--- src/rtl/mem_ctrl_pkg.sv ---
// rtl/mem_ctrl_pkg.sv - shared encodings for the byte-wide memory sequencer
package mem_ctrl_pkg;

  typedef enum logic [1:0] {
    IDLE  = 2'd0,
    IF_RD = 2'd1,
    LS_RD = 2'd2,
    LS_WR = 2'd3
  } state_t;

  localparam logic [1:0] WT_BYTE = 2'b00;
  localparam logic [1:0] WT_HALF = 2'b01;
  localparam logic [1:0] WT_WORD = 2'b11;

  // UART/IO window is selected by address bits [17:16]
  localparam logic [1:0] IO_SEL = 2'b11;

  function automatic logic [2:0] size_of(input logic [1:0] wt);
    case (wt)
      WT_BYTE: return 3'd1;
      WT_HALF: return 3'd2;
      WT_WORD: return 3'd4;
      default: return 3'd1;
    endcase
  endfunction

  function automatic logic is_io(input logic [1:0] sel);
    return sel == IO_SEL;
  endfunction

endpackage

--- src/rtl/mem_arbiter.sv ---
// rtl/mem_arbiter.sv - fetch/LSB grant selection
// MEM_CTRL_RR_EN: alternate grants on contention instead of fixed LSB priority.
module mem_arbiter (
`ifdef MEM_CTRL_RR_EN
  input  logic clk,
  input  logic rst,
  input  logic take,
`endif
  input  logic if_req,
  input  logic lsb_req,
  output logic grant_if,
  output logic grant_lsb
);

`ifdef MEM_CTRL_RR_EN
  // set when the fetcher should win the next contended grant
  logic prio_if;

  always_ff @(posedge clk) begin
    if (rst)
      prio_if <= 1'b1;
    else if (take)
      prio_if <= grant_lsb;
  end

  assign grant_lsb = lsb_req && (!if_req || !prio_if);
`else
  assign grant_lsb = lsb_req;
`endif

  assign grant_if = if_req && !grant_lsb;

endmodule

--- src/rtl/mem_ctrl.sv ---
// rtl/mem_ctrl.sv - serialises fetch and LSB requests onto the byte-wide RAM/IO port
// MEM_CTRL_RR_EN selects round-robin arbitration in mem_arbiter.
module mem_ctrl
  import mem_ctrl_pkg::*;
#(
  parameter int ADDR_WIDTH = 32
) (
  input  logic                  clk_in,
  input  logic                  rst_in,
  input  logic                  rdy_in,
  input  logic                  _clear,
  input  logic                  _if_mem_ready,
  input  logic [ADDR_WIDTH-1:0] _if_addr,
  output logic                  _if_mem_done,
  output logic [31:0]           _if_mem_data,
  input  logic                  _lsb_mem_ready,
  input  logic [1:0]            _work_type,
  input  logic                  _r_nw_in,
  input  logic [ADDR_WIDTH-1:0] _addr,
  input  logic [31:0]           _data_in,
  output logic                  _mem_busy,
  output logic                  _mem_lsb_ready,
  output logic [31:0]           _data_out,
  input  logic [7:0]            mem_din,
  output logic [7:0]            mem_dout,
  output logic [ADDR_WIDTH-1:0] mem_a,
  output logic                  mem_wr,
  input  logic                  io_buffer_full
);

  state_t      state, next_state;
  logic [2:0]  size, iss, cap;
  logic [23:0] wdata, shreg;
  logic [31:0] rd_word;
  logic        mem_wr_q, cap_pend, orphan;
  logic        grant_if, grant_lsb, accept, issuing, capturing, finish, io_stall;

  mem_arbiter u_arb (
`ifdef MEM_CTRL_RR_EN
    .clk       (clk_in),
    .rst       (rst_in),
    .take      (accept),
`endif
    .if_req    (_if_mem_ready),
    .lsb_req   (_lsb_mem_ready),
    .grant_if  (grant_if),
    .grant_lsb (grant_lsb)
  );

  assign io_stall  = is_io(mem_a[17:16]) && io_buffer_full;
  assign mem_wr    = mem_wr_q && rdy_in && !io_stall;
  assign _mem_busy = (state != IDLE);
  assign rd_word   = {mem_din, shreg};

  always_ff @(posedge clk_in) begin
    if (rst_in)
      state <= IDLE;
    else
      state <= next_state;
  end

  always_comb begin
    next_state = state;
    accept     = 1'b0;
    issuing    = 1'b0;
    capturing  = 1'b0;
    finish     = 1'b0;
    case (state)
      IDLE: begin
        accept = rdy_in && !_clear && (grant_if || grant_lsb);
        if (accept)
          next_state = grant_if ? IF_RD : (_r_nw_in ? LS_WR : LS_RD);
      end
      IF_RD, LS_RD: begin
        issuing   = rdy_in && (iss < size);
        capturing = cap_pend;
        finish    = cap_pend && (cap + 3'd1 == size);
        if (_clear || finish)
          next_state = IDLE;
      end
      LS_WR: begin
        issuing = rdy_in && !io_stall;
        finish  = issuing && (iss + 3'd1 == size);
        if (finish)
          next_state = IDLE;
      end
      default: next_state = IDLE;
    endcase
  end

  always_ff @(posedge clk_in) begin
    if (rst_in) begin
      mem_a          <= '0;
      mem_dout       <= '0;
      mem_wr_q       <= 1'b0;
      size           <= '0;
      iss            <= '0;
      cap            <= '0;
      wdata          <= '0;
      shreg          <= '0;
      cap_pend       <= 1'b0;
      orphan         <= 1'b0;
      _if_mem_done   <= 1'b0;
      _if_mem_data   <= '0;
      _mem_lsb_ready <= 1'b0;
      _data_out      <= '0;
    end else begin
      _if_mem_done   <= 1'b0;
      _mem_lsb_ready <= 1'b0;
      // a read byte arrives the cycle after its issue; an abort drops it
      cap_pend <= issuing && (state != LS_WR) && !_clear;

      if (accept) begin
        mem_a    <= grant_lsb ? _addr : _if_addr;
        size     <= grant_lsb ? size_of(_work_type) : 3'd4;
        mem_wr_q <= grant_lsb && _r_nw_in;
        mem_dout <= _data_in[7:0];
        wdata    <= _data_in[31:8];
        iss      <= '0;
        cap      <= '0;
        shreg    <= '0;
        orphan   <= 1'b0;
      end

      if (issuing) begin
        iss <= iss + 3'd1;
        if (iss + 3'd1 < size) begin
          mem_a    <= mem_a + ADDR_WIDTH'(1);
          mem_dout <= wdata[7:0];
          wdata    <= {8'h00, wdata[23:8]};
        end
      end

      if (capturing) begin
        shreg <= rd_word[31:8];
        cap   <= cap + 3'd1;
      end

      // a flushed store still drains to RAM but must not signal the new LSB head
      if (state == LS_WR && _clear)
        orphan <= 1'b1;

      if (finish) begin
        mem_wr_q <= 1'b0;
        if (!_clear && !orphan) begin
          if (state == IF_RD) begin
            _if_mem_done <= 1'b1;
            _if_mem_data <= rd_word;
          end else if (state == LS_RD) begin
            _mem_lsb_ready <= 1'b1;
            _data_out      <= rd_word;
          end else begin
            _mem_lsb_ready <= 1'b1;
          end
        end
      end
    end
  end

endmodule

--- config.mk ---
export PLATFORM = sky130hd
export DESIGN_NAME = mem_ctrl
export DESIGN_NICKNAME = d
export VERILOG_FILES = /design/src/rtl/mem_ctrl_pkg.sv /design/src/rtl/mem_arbiter.sv /design/src/rtl/mem_ctrl.sv
export SDC_FILE = /design/constraint.sdc
export NUM_CORES = 1
export LEC_CHECK = 0
export ABC_CLOCK_PERIOD_IN_PS = 2700
export CORE_AREA = 2 2 160 162
export CTS_BUF_LIST = sky130_fd_sc_hd__clkbuf_8
export DETAILED_ROUTE_END_ITERATION = 8
export DIE_AREA = 0 0 162 164
export GPL_ROUTABILITY_DRIVEN = 0
export PLACE_DENSITY_LB_ADDON = 0.1
export SYNTH_ARGS = -nofsm -noshare
export SYNTH_HDL_FRONTEND = slang
export SYNTH_SLANG_ARGS = --single-unit
--- constraint.sdc ---
create_clock -name clk_in -period 2.7 [get_ports clk_in]
set_input_delay 0.54 -clock clk_in [delete_from_list [all_inputs] [get_ports clk_in]]
set_output_delay 0.54 -clock clk_in [all_outputs]
set_load 0.02 [all_outputs]
==> results.tsv <==
metric	value	unit
status	finished, final reports clean	
area leader, netlist	dfxtp_1	
pwr/cell area	557	mW/mm2
Least-Margin Pin Slew	0.774	ns
CTS tree	built	
dpl hpwl	16.0	mm
Synth Warn #	0	
fin crit period	2.51	ns
Crit. End Element	output pin	
Max rail drop VDD	0.295	mV
CTS Buffer Depth	2	
Final Setup Violations	0	
nets	1273	
final std cells w/o fill	1488	
Cell Area, Synth	0.00756	mm2
Setup TNS	0	ns
largest net degree at the start of global routing	97	
FF+latch count, synth	168	
Post-synth EDFFs	0	
reg2reg start	iss[0]	
Post-route DRC	0	
Hold Buf Count CTS	0	
RSZ-0062 raised after global routing	false	
number of fill cells	2603	
final worst slack	0.186	ns
H-tree depth	4	
DRT Wirelength	23.7	mm
worst r2r path cells	8	
via/cell ratio	4.91	
crit start category	flip-flop	
fmax	398	MHz
worst hold path depth	2	
Placed Instances	1456	
final hold vios	0	
WS Path Type	reg -> out	
Initial Util	30.5	%
setup bufs post-CTS	0	
mean post-synth cell area	7.96	um2
CP Max Fanout	4	
clock sinks	168	
die width	162	um
post-synthesis instance total	950	
Antenna Cells	0	
r2r setup slk	0.22	ns
IO Pins	222	
DP Area	0.0102	mm2
Reg clk slew, reported paths	0.10	ns
design area	0.0106	mm2
initial antenna violation count	1	
Clk Latency, worst-skew pair	0.47	ns
WL/cell	15.9	um
area share of the largest cell type after synthesis	44.5	%
Max Slew Vio Count	0	
cell with the most instances after synthesis	nand2_1	
Max-Cap Viols	0	
antenna-violating nets left	0	
TritonCTS buffer count	17	
critical path arrival	1.97	ns
Setup Skew	0.0181	ns
CP Capture Point	_mem_busy	
crit path launch	state[1]	
area taken by multi-input logic gates	0.00390	mm2
CTS resizes	0	
via count	7305	
number of I/O port buffers	221	
Register Area	0.00336	mm2
LEAKAGE	3.59	nW
DR pass1 iterations	4	
share of cells above drive strength 1	7.17	%
library cells used by synthesis	52	
initial detailed-routing violation count	330	
DIE HEIGHT	164	um
Total Die Area	0.0266	mm2
GRT Total Usage	17.7	%
sequential share of the synthesized area	44.5	%
part of the cycle the worst path needs	93.1	%
Overflow after GRT	0	
vias in the first global route	6892	
FF-to-FF End	mem_a[29]	
top cells by area, synth	dfxtp_1, nand2_1, a21oi_1, mux2i_1, a311oi_1	
first-pass GRT wire length	37.5	mm
Root Driver	clkbuf_8	
Post-Syn Nets	1078	
Area growth, synth to finish	40.4	%
Min-Delay Path Class	reg -> reg	
ys async rst share	0	%
core area	0.0248	mm2
relative slew slack	48.4	%
Post-synth top cells	nand2_1, dfxtp_1, a21oi_1	
WP data required	2.16	ns
Rows	58	
dominant synthesized flop cell	dfxtp_1	
dpl ws	0.0351	ns
## cells by family after synthesis
logic type,count (synthesis),synth area share [%]
simple gates,417,24.2
xor+xnor,10,1.34
fa+ha+maj,14,2.32
flops,168,44.5
compound gates,222,18.5
mux,34,4.67
buf+inv,85,4.44
## worst max-delay path: stages (launching register included)
cell             delay, ns
dfxtp_1               0.39
inv_1                 0.10
ha_1                  0.20
inv_1                 0.16
clkdlybuf4s50_1       0.67
## final cells by class
cell class / instances / share of cell area [%]
repair buffers: 247 / 23.5
inverters: 14 / 0.495
well taps: 330 / 3.89
clock buffers: 17 / 2.20
clock inverters: 15 / 1.50
flip-flops and latches: 168 / 31.7
multi-input cells: 697 / 36.8
## placed cells by master (no fill, tap or decap), types with 3 or more instances in the layout
cell type | synthesis | layout
inv_8 | 0 | 4
a21oi_1 | 125 | 125
buf_4 | 0 | 19
nand3_1 | 40 | 40
or3_1 | 7 | 7
inv_6 | 0 | 4
mux2_2 | 10 | 10
nand2_1 | 257 | 256
a211oi_1 | 12 | 12
xor2_1 | 6 | 6
dfxtp_1 | 168 | 168
ha_1 | 14 | 14
o311ai_0 | 6 | 6
o211ai_1 | 6 | 6
nand2b_1 | 9 | 9
o32a_1 | 11 | 11
o21ai_0 | 9 | 9
xnor2_1 | 3 | 3
nor3_1 | 4 | 4
clkdlybuf4s50_1 | 0 | 219
a311oi_1 | 25 | 25
buf_12 | 0 | 7
or4_1 | 10 | 10
nor2_1 | 49 | 48
inv_1 | 14 | 15
a31oi_1 | 11 | 11
clkbuf_8 | 0 | 17
o22ai_1 | 7 | 7
mux2i_1 | 24 | 24
and3_1 | 10 | 10
nand4_1 | 9 | 9
nor2b_1 | 5 | 4
## flip-flops by register name (all words and copies together), names as in the netlist, 2 cells and up
register,count
_data_out,32
_if_mem_data,32
mem_a,32
shreg,24
wdata,24
mem_dout,8
cap,3
iss,3
size,3
state,2
## per-layer routing
metal	GRT usage, %	vias to the layer above	share of wire (%)	wire [um]
li1	-	3726	-	-
met1	24.4	3405	48	11400
met2	28.3	156	46	10900
met3	3.99	16	4.9	1160
met4	4.22	2	0.85	201
met5	0	-	0.055	13
## metrics by stage
step | total power (W) | util [%] | hold slack [ns]
detailed placement | 0.00411 | 41.1 | 0.445
finish | 0.00591 | 42.8 | 0.455
floorplan | 0.00347 | - | 0.436
CTS | 0.00600 | 42.7 | 0.460
global route | 0.00623 | 42.8 | 0.476
global placement | 0.00410 | 41.1 | 0.440
## how the worst min path moves through the flow
stage | from | end
after floorplan | mem_wr_q | mem_wr_q
after global placement | _data_out[16] | _data_out[16]
after detailed placement | _data_out[25] | _data_out[25]
after CTS | _data_out[12] | _data_out[12]
after global routing | _if_mem_data[6] | _if_mem_data[6]
final | _data_out[12] | _data_out[12]
## power by group
group / switching [W] / internal, W
clock network: 0.00110 / 0.000770
registers: 0.000128 / 0.00261
logic: 0.000705 / 0.000602
Power figures use the tool's default switching activity.
